$ cat src/rtl/wb_stage.sv
// Write-back stage: holds one retiring instruction, waits for load data when
// needed, aligns the result and drives the register-file write port for one
// cycle per instruction. Also keeps the 64-bit retired-instruction counter.
//
// state     | meaning
// ----------+-------------------------------------------------------------
// ST_IDLE   | empty, ready to accept an instruction
// ST_WAIT   | load captured, waiting for dmem_rvld_i
// ST_COMMIT | write port / retire pulse active this cycle, ready to accept
module wb_stage #(
    parameter int DATA_W = 32,
    parameter int REG_W  = 5
) (
    input  logic              clk_i,
    input  logic              rst_i,
    input  logic              mem_vld_i,
    output logic              wb_ready_o,
    input  logic [DATA_W-1:0] mem_pc_i,
    input  logic [REG_W-1:0]  mem_rd_i,
    input  logic              mem_rd_we_i,
    input  logic [1:0]        mem_wb_sel_i,
    input  logic [DATA_W-1:0] mem_alu_res_i,
    input  logic [2:0]        mem_ld_type_i,
    input  logic              dmem_rvld_i,
    input  logic [DATA_W-1:0] dmem_rdata_i,
    output logic [REG_W-1:0]  reg_waddr_o,
    output logic              reg_waddr_vld_o,
    output logic [DATA_W-1:0] reg_wdata_o,
    output logic              retire_o,
    output logic [DATA_W-1:0] retire_pc_o,
    output logic [63:0]       instret_o
);

    localparam logic [1:0] ST_IDLE   = 2'd0;
    localparam logic [1:0] ST_WAIT   = 2'd1;
    localparam logic [1:0] ST_COMMIT = 2'd2;

    localparam logic [1:0] SEL_LOAD = 2'b01;
    localparam logic [1:0] SEL_PC4  = 2'b10;

    logic [1:0]        state_q,   state_d;
    logic [REG_W-1:0]  rd_q,      rd_d;
    logic              rd_we_q,   rd_we_d;
    logic [DATA_W-1:0] pc_q,      pc_d;
    logic [1:0]        addr_lo_q, addr_lo_d;
    logic [2:0]        ld_type_q, ld_type_d;

    logic [REG_W-1:0]  waddr_q,   waddr_d;
    logic              wvld_q,    wvld_d;
    logic [DATA_W-1:0] wdata_q,   wdata_d;
    logic              retire_q,  retire_d;
    logic [DATA_W-1:0] rpc_q,     rpc_d;
    logic [63:0]       instret_q, instret_d;

    logic              xfer;
    logic [DATA_W-1:0] load_data;

    // Ready decodes from state only, so there is no path from mem_vld_i.
    assign wb_ready_o = (state_q != ST_WAIT);
    assign xfer       = mem_vld_i && wb_ready_o;

    // Extract and extend the addressed byte/half from the raw load word.
    always_comb begin
        logic [DATA_W-1:0] shifted;
        logic [15:0]       half;
        shifted   = dmem_rdata_i >> {addr_lo_q, 3'b000};
        half      = addr_lo_q[1] ? dmem_rdata_i[31:16] : dmem_rdata_i[15:0];
        load_data = dmem_rdata_i;
        case (ld_type_q)
            3'b000:  load_data = {{(DATA_W-8){shifted[7]}}, shifted[7:0]};
            3'b100:  load_data = {{(DATA_W-8){1'b0}}, shifted[7:0]};
            3'b001:  load_data = {{(DATA_W-16){half[15]}}, half};
            3'b101:  load_data = {{(DATA_W-16){1'b0}}, half};
            default: load_data = dmem_rdata_i;
        endcase
    end

    // Next-state, capture and commit-output selection.
    always_comb begin
        state_d   = state_q;
        rd_d      = rd_q;
        rd_we_d   = rd_we_q;
        pc_d      = pc_q;
        addr_lo_d = addr_lo_q;
        ld_type_d = ld_type_q;
        waddr_d   = waddr_q;
        wdata_d   = wdata_q;
        rpc_d     = rpc_q;
        wvld_d    = 1'b0;
        retire_d  = 1'b0;
        instret_d = instret_q + ((state_q == ST_COMMIT) ? 64'd1 : 64'd0);

        case (state_q)
            ST_WAIT: begin
                if (dmem_rvld_i) begin
                    state_d  = ST_COMMIT;
                    waddr_d  = rd_q;
                    wvld_d   = rd_we_q;
                    wdata_d  = load_data;
                    rpc_d    = pc_q;
                    retire_d = 1'b1;
                end
            end
            default: begin
                // IDLE and COMMIT both accept; load data seen here is ignored.
                if (xfer) begin
                    rd_d      = mem_rd_i;
                    rd_we_d   = mem_rd_we_i;
                    pc_d      = mem_pc_i;
                    addr_lo_d = mem_alu_res_i[1:0];
                    ld_type_d = mem_ld_type_i;
                    if (mem_wb_sel_i == SEL_LOAD) begin
                        state_d = ST_WAIT;
                    end else begin
                        state_d  = ST_COMMIT;
                        waddr_d  = mem_rd_i;
                        wvld_d   = mem_rd_we_i;
                        wdata_d  = (mem_wb_sel_i == SEL_PC4) ?
                                   mem_pc_i + DATA_W'(4) : mem_alu_res_i;
                        rpc_d    = mem_pc_i;
                        retire_d = 1'b1;
                    end
                end else begin
                    state_d = ST_IDLE;
                end
            end
        endcase
    end

    // State and output registers; reset wins over any transfer or load data.
    always_ff @(posedge clk_i) begin
        if (rst_i) begin
            state_q   <= ST_IDLE;
            rd_q      <= '0;
            rd_we_q   <= 1'b0;
            pc_q      <= '0;
            addr_lo_q <= '0;
            ld_type_q <= '0;
            waddr_q   <= '0;
            wvld_q    <= 1'b0;
            wdata_q   <= '0;
            retire_q  <= 1'b0;
            rpc_q     <= '0;
            instret_q <= '0;
        end else begin
            state_q   <= state_d;
            rd_q      <= rd_d;
            rd_we_q   <= rd_we_d;
            pc_q      <= pc_d;
            addr_lo_q <= addr_lo_d;
            ld_type_q <= ld_type_d;
            waddr_q   <= waddr_d;
            wvld_q    <= wvld_d;
            wdata_q   <= wdata_d;
            retire_q  <= retire_d;
            rpc_q     <= rpc_d;
            instret_q <= instret_d;
        end
    end

    assign reg_waddr_o     = waddr_q;
    assign reg_waddr_vld_o = wvld_q;
    assign reg_wdata_o     = wdata_q;
    assign retire_o        = retire_q;
    assign retire_pc_o     = rpc_q;
    assign instret_o       = instret_q;

endmodule
$ cat config.mk
export PLATFORM = sky130hd
export DESIGN_NAME = wb_stage
export DESIGN_NICKNAME = d
export VERILOG_FILES = /design/src/rtl/wb_stage.sv
export SDC_FILE = /design/constraint.sdc
export NUM_CORES = 1
export LEC_CHECK = 0
export CAP_MARGIN = 20
export CORE_MARGIN = 5
export CORE_UTILIZATION = 53
export DETAILED_ROUTE_END_ITERATION = 16
export PLACE_DENSITY = 0.86
export SLEW_MARGIN = 15
export SYNTH_ARGS = -nofsm -noshare
export SYNTH_HDL_FRONTEND = slang
export SYNTH_SLANG_ARGS = --single-unit
$ cat constraint.sdc
create_clock -name clk_i -period 5.73 [get_ports clk_i]
set_clock_uncertainty 0.15 [all_clocks]
set_input_delay 1.719 -clock clk_i [delete_from_list [all_inputs] [get_ports clk_i]]
set_output_delay 1.719 -clock clk_i [all_outputs]
set_load 0.01 [all_outputs]
==> key figures, run 1 <==
Outcome
  – Status: complete, no violations

Yosys
  – Mean Syn Cell Area: approximately 7.7 µm²
  – Main area contributors after synthesis: dfxtp_1 39%, nand2_1 10%, a21oi_1 5.8%
  – Xor and xnor area share after synthesis: 4.47%
  – Synth Warn #: 0
  – Yosys top cell area share: between 30 and 40%
  – Yosys top cell by area: dfxtp_1
  – Synth Flop Type: dfxtp_1
  – Async SR Flop Fraction: 0%
  – Post-Synth Adder-Cell Area: less than 1%
  – Complex-gate fraction of the synthesized area: 21.1%
  – Largest family of logic cells by synthesized area: simple AND/OR/NAND/NOR gates
  – Register area share after synthesis: 39.2%
  – Simple logic cell fraction of the synthesized area: between 20 and 30%
  – Mux contribution to synthesized area: 1.24%
  – Post-synth EDFFs: 0
  – Register bit total from synthesis: 180
  – Post-synth cell types: 73
  – Synth Net Count: 1305
  – Cells after synthesis: about 1200
  – Syn Std Cell Area: roughly 9200 µm²

Global route
  – Vias in the first global route: between 9000 and 10000
  – First-pass GRT wire length: between 40000 and 50000 µm
  – Initial antenna violation count: 0
  – Largest net degree at the start of global routing: ~100
  – All-Layer GR Usage: between 30% and 40%
  – Congestion Overflow GR: 0

Drt
  – Antenna-violating nets left: 0
  – WL per Instance: about 19 µm
  – Via count: about 10000
  – DR vias/cell: 6.22
  – Final wirelength: around 31000 µm
  – DRC errors left: 0
  – DR pass1 iterations: 8
  – Initial DRC count: 1230

Power and ir drop
  – Flop pwr share: between 40% and 50%
  – Worst vdd ir: 0.000257 V
  – Leakage: around 4.4 nW
  – Power per cell area: between 200 and 300 nW/µm²
  – P_int: between 2 and 2.5 mW
  – Total Power: 3.14 mW
  – Combinational share of power: between 10% and 20%
  – Sw Ratio: approximately 27%
  – Clock share of power: around two fifths
  – P_sw: 0.844 mW

Finish
  – Fillers: 1348
  – Final Util: between 70 and 80%
  – Area of the multi-input gates: 5200 µm²
  – Post-route non-filler standard cell count: 1621
  – Net count, final: about 1500
  – Antenna diode count: 0
  – Layout cell share with drive strength beyond 1: under 10%
  – Fin area: about 12000 µm²
  – Area Growth Syn to Fin: 34.4%
  – Reg area: 3600 µm²

STA
  – WHS: just over 0.3 ns
  – Final Hold Fails: 0
  – Tmin final: 3.96 ns
  – Tcrit/Tclk final: 69.1%
  – Pins over their slew limit: 0
  – Sum Neg Setup Slack: 0 ns
  – Final Setup Violations: 0
  – Highest Clock Rate: between 200 and 300 MHz
  – Setup WS post-layout: around 1.8 ns
  – Headroom to the max-slew limit: a little over a quarter
  – Worst-Margin Slew: ~1.1 ns
  – Unrepaired setup endpoints after global routing: no

Worst setup path
  – Critical-path top delay cell: nor4_2
  – Flop2flop setup slack: 2.51 ns
  – Crit-path cells: clkdlybuf4s50_1, ha_1, nand3_1, nor4_2, a21boi_0, nor3_1, o41ai_1
  – Critical Path AT: 4.12 ns
  – Startpoint types: input pin
  – CP required: 5.90 ns
  – Crit path largest cell delay: between 0.7 and 0.8 ns
  – Critical Path Sink Type: flop
  – Crit path kind: in2reg
  – R2R depth: 7
  – CP Max Fanout: 8

CTS
  – Clock Latency Late Sink: 0.44 ns
  – Num Clock Sinks: between 150 and 200
  – Reg clk slew, reported paths: around 0.070 ns
  – Hold buffers post-CTS: 0
  – H-tree levels: 4
  – CTS tree: done
  – Root Buffer: clkbuf_16
  – Post-CTS Setup Bufs: 0
  – Clock Tree Buf Depth: 2
  – TritonCTS Buffers: 17
  – Post-CTS Resized: 0

Placed design
  – Input/output buffers: 246
  – Placed instance area: approximately 12000 µm²
  – Inst Count DP: 1589
  – Worst setup slack after placement: ~1.4 ns
  – DP HPWL: 22200 µm
  – RePlAce Congestion: around 0.93

Job
  – MaxCap Viol Count: 0

Die
  – Die area: 20100 µm²
  – Die W: ~140 µm
  – Core ar.: ~17000 µm²
  – Io pins: about 250
  – Initial Util: 53.6%
  – Die Y: between 100 and 150 µm
  – Std cell rows: between 40 and 50

Hold path
  – Worst Hold Depth: 2
  – HP Class: reg2reg
## layer usage
metal	wire length, µm	track usage [%]
met3	3430	6.61
met2	14400	48.5
met4	1280	12.9
met5	0	0
met1	12300	40.2
## layout make-up
type	instances	area share, %
clock inverter	14	1.74
timing repair buffer	259	20.7
clock buffer	18	3.47
inverter	18	0.547
multi-input combinational	907	42.1
sequential	180	29.2
tap	225	2.28
## path summary, 6_finish.rpt
kind / from / to
worst max register to register: state_q[0] / retire_pc_o[0]
worst min register to register: pc_q[30] / pc_q[30]
worst max-delay path: mem_pc_i[2] / reg_wdata_o[18]
worst min-delay path: pc_q[30] / pc_q[30]
## sequential cells by signal, summed over array words and instances, names as in the netlist, 2 cells and up
register,flops
addr_lo_q,2
instret_o,64
ld_type_q,3
pc_q,32
rd_q,5
reg_waddr_o,5
reg_wdata_o,32
retire_pc_o,32
state_q,2
## synth_stat cells (all sizes together), types with 13 or more instances
library cell / instances
o21ai: 44
dfxtp: 180
clkbuf: 67
nor2: 109
and3: 15
a21oi: 106
o31ai: 23
nand3: 36
or3: 16
buf: 19
inv: 16
xor2: 34
nand4: 38
xnor2: 13
a311oi: 38
nand2: 245
or4: 19
nor3: 25
## cells by family (layout without fill, tap and decap cells)
| kind of cell | after synthesis | after routing |
|---|---|---|
| flops | 180 | 180 |
| fa+ha+maj | 3 | 3 |
| buf+inv | 104 | 309 |
| compound gates | 292 | 292 |
| mux | 10 | 10 |
| simple gates | 555 | 555 |
| xor+xnor | 47 | 47 |
## critical path: cells and delay by family
kind	cells	cell delay, ns
AND/OR/NAND/NOR	3	1.29
buffers and inverters	1	0.57
adder cells (fa/ha/maj)	1	0.23
AO/OA/AOI/OAI	2	0.30
## power groups by stage
stage                     sequential (mW)  combinational, mW  clock (mW)
after floorplan                      1.39              0.213           0
after global placement               1.38              0.477           0
after detailed placement             1.38              0.483           0
after CTS                            1.36              0.487        1.29
after global routing                 1.37              0.527        1.35
final                                1.36              0.494        1.28
## cells in the final DEF, fill, tap and decap left out, types with 6 or more instances in the layout
master / instances
a22o_1: 8
and3_1: 15
mux2i_1: 8
nor2_1: 109
inv_1: 15
buf_4: 14
dfxtp_1: 180
o31ai_1: 23
nand3_1: 36
nor3_1: 23
o21ai_0: 40
or4_1: 19
nand2b_1: 6
a211oi_1: 9
a311oi_1: 38
a221oi_1: 7
xor2_1: 34
a21oi_1: 106
and2_1: 6
clkdlybuf4s50_1: 245
and4_1: 10
or3_1: 16
xnor2_1: 13
nand4_1: 34
nor2b_1: 6
nand2_1: 244
clkbuf_16: 17
Power figures use the tool's default switching activity.
==> run 2: changes to the inputs <==
--- a/config.mk
+++ b/config.mk
@@ -7,9 +7,9 @@
 export LEC_CHECK = 0
 export CAP_MARGIN = 20
 export CORE_MARGIN = 5
-export CORE_UTILIZATION = 53
+export CORE_UTILIZATION = 44
 export DETAILED_ROUTE_END_ITERATION = 16
-export PLACE_DENSITY = 0.86
+export PLACE_DENSITY = 0.77
 export SLEW_MARGIN = 15
 export SYNTH_ARGS = -nofsm -noshare
 export SYNTH_HDL_FRONTEND = slang
==> constraint.sdc (replaced) <==
create_clock -name clk_i -period 3.2 [get_ports clk_i]
set_clock_uncertainty 0.15 [all_clocks]
set_input_delay 0.96 -clock clk_i [delete_from_list [all_inputs] [get_ports clk_i]]
set_output_delay 0.96 -clock clk_i [all_outputs]
set_load 0.01 [all_outputs]
==> key figures, run 2 (same netlist as run 1, synthesis figures left out) <==
Power and ir drop
  – P_sw: 1.57 mW
  – Flop pwr share: about 45%
  – Total Power: between 5 and 6 mW
  – Clock share of power: between 30% and 40%
  – Worst vdd ir: approximately 0.00038 V
  – Combinational share of power: 17.5%
  – Power per cell area: ~420 nW/µm²
  – P_int: slightly below 4 mW
  – Leakage: about 4.6 nW
  – Sw Ratio: just under 30%

STA
  – Final Hold Fails: 0
  – Tmin final: 2.98 ns
  – Unrepaired setup endpoints after global routing: no
  – Highest Clock Rate: approximately 340 MHz
  – Final Setup Violations: 0
  – Headroom to the max-slew limit: 41.3%
  – Pins over their slew limit: 0
  – Setup WS post-layout: between 0.2 and 0.25 ns
  – Tcrit/Tclk final: between 90% and 100%
  – Worst-Margin Slew: ~0.9 ns
  – Sum Neg Setup Slack: 0 ns

CTS
  – Post-CTS Resized: 0
  – CTS tree: done
  – Hold buffers post-CTS: 0
  – Num Clock Sinks: 180
  – Clock Latency Late Sink: 0.43 ns
  – Clock Tree Buf Depth: 2
  – Root Buffer: clkbuf_16
  – TritonCTS Buffers: 17
  – Reg clk slew, reported paths: ~0.080 ns
  – H-tree levels: 4
  – Post-CTS Setup Bufs: 0

Global route
  – All-Layer GR Usage: 26.8%
  – Vias in the first global route: roughly 9300
  – Initial antenna violation count: 1
  – Largest net degree at the start of global routing: 84
  – Congestion Overflow GR: 0
  – First-pass GRT wire length: ~52000 µm

Worst setup path
  – Crit path kind: reg2reg
  – Crit path largest cell delay: just under 0.4 ns
  – Worst Setup SP: state_q[1]
  – Crit-path cells: nor2b_1, ha_1, ha_1, nand3_1, nor4_4, buf_12, nand4_2, buf_4, or3_1, a21oi_1
  – Critical Path AT: roughly 3.2 ns
  – Startpoint types: flop
  – Crit Reg-Reg Startpoint: state_q[1]
  – CP required: 3.42 ns
  – Cell mode on critical path: ha_1
  – CP Max Fanout: 14
  – Critical-path top delay cell: dfxtp_1
  – R2R depth: 10
  – Critical Path Sink Type: flop

Drt
  – Initial DRC count: roughly 790
  – DR pass1 iterations: 7
  – DRC errors left: 0
  – Final wirelength: between 30000 and 40000 µm
  – DR vias/cell: 5.85
  – Via count: 10038
  – WL per Instance: 19.2 µm
  – Antenna-violating nets left: 0

Placed design
  – DP HPWL: between 20000 and 25000 µm
  – Placed instance area: ~12000 µm²
  – Inst Count DP: approximately 1700
  – RePlAce Congestion: roughly 0.92
  – Input/output buffers: between 200 and 250
  – Worst setup slack after placement: -0.0348 ns

Finish
  – Layout cell share with drive strength beyond 1: 8.30%
  – Net count, final: between 1500 and 2000
  – Leading cell type in the layout, fill and taps excluded: clkdlybuf4s50_1
  – Post-route non-filler standard cell count: 1716
  – Number of flip-flops under the largest register name: 64
  – Most frequent cells in the layout: 245 x clkdlybuf4s50_1, 244 x nand2_1, 180 x dfxtp_1
  – Fin area: between 10000 and 15000 µm²
  – Area Growth Syn to Fin: 39.1%

Die
  – Core ar.: ~20000 µm²
  – Io pins: 247
  – Initial Util: between 40% and 50%
  – Die area: about 24000 µm²
  – Std cell rows: 52
  – Die W: ~150 µm
  – Die Y: approximately 150 µm

Job
  – MaxCap Viol Count: 0

Hold path
  – Worst Hold Depth: 2
  – Hold_sp: pc_q[9]
  – HP Class: reg2reg

Outcome
  – Status: complete, no violations
[run 2: cell count changes in the layout (fill, tap and decap cells not counted), moves of 2 or more]
cell        previous run  this run
buf_12                 0         6
buf_4                 14        58
bufinv_16              4         0
clkinv_8               0         2
clkinvlp_4             0         2
[run 2: stage by stage]
step | hold slack, ns | util, %
finish | 0.305 | 62.6
floorplan | 0.286 | -
CTS | 0.307 | 62.6
detailed placement | 0.297 | 59.9
global route | 0.319 | 62.6
global placement | 0.291 | 59.9
[run 2: cell type report]
| type | count | area (µm²) |
|---|---|---|
| clock buffers | 17 | 425 |
| repair buffers | 309 | 3010 |
| diodes | 1 | 2.50 |
| inverters | 18 | 67.6 |
| well taps | 270 | 338 |
| multi-input cells | 907 | 5210 |
| flip-flops and latches | 180 | 3600 |
| fillers | 1820 | 7630 |
| clock inverters | 14 | 143 |
[run 2: routing by layer]
layer	up-vias	track usage (%)	wire length [µm]
met5	-	0	0
met4	0	9.08	836
met3	58	6.62	3070
met2	454	40.1	14600
met1	4733	37.9	14400
li1	4793	-	-
[run 2: final timing paths]
| check | end | slack (ns) |
|---|---|---|
| worst min register to register | pc_q[9] | 0.31 |
| worst max-delay path | instret_o[46] | 0.22 |
| worst max register to register | instret_o[46] | 0.22 |
| worst min-delay path | pc_q[9] | 0.31 |
[run 2: worst max-delay path, delay by kind of cell (launching register included)]
| family | cells | cell delay, ns |
|---|---|---|
| AOI/OAI and AO/OA | 1 | 0.14 |
| adders and majority gates | 2 | 0.47 |
| buffers and inverters | 2 | 0.46 |
| DFF | 1 | 0.39 |
| and+or+nand+nor | 5 | 1.30 |
[run 2: power by group through the flow]
stage,registers [mW],logic (mW),clock network [mW]
5_1_grt,2.45,1.02,2.15
3_3_place_gp,2.48,0.929,0
3_5_place_dp,2.48,0.935,0
6_report,2.44,0.948,2.03
4_1_cts,2.43,0.939,2.05
2_1_floorplan,2.50,0.381,0
==> run 3: changes to the inputs <==
--- a/config.mk
+++ b/config.mk
@@ -8,6 +8,7 @@
 export CAP_MARGIN = 20
 export CORE_MARGIN = 5
 export CORE_UTILIZATION = 44
+export CTS_CLUSTER_DIAMETER = 80
 export DETAILED_ROUTE_END_ITERATION = 16
 export PLACE_DENSITY = 0.77
 export SLEW_MARGIN = 15
==> results of run 3 <==
No change in the layout: final DEF, timing and power equal those of run 2.
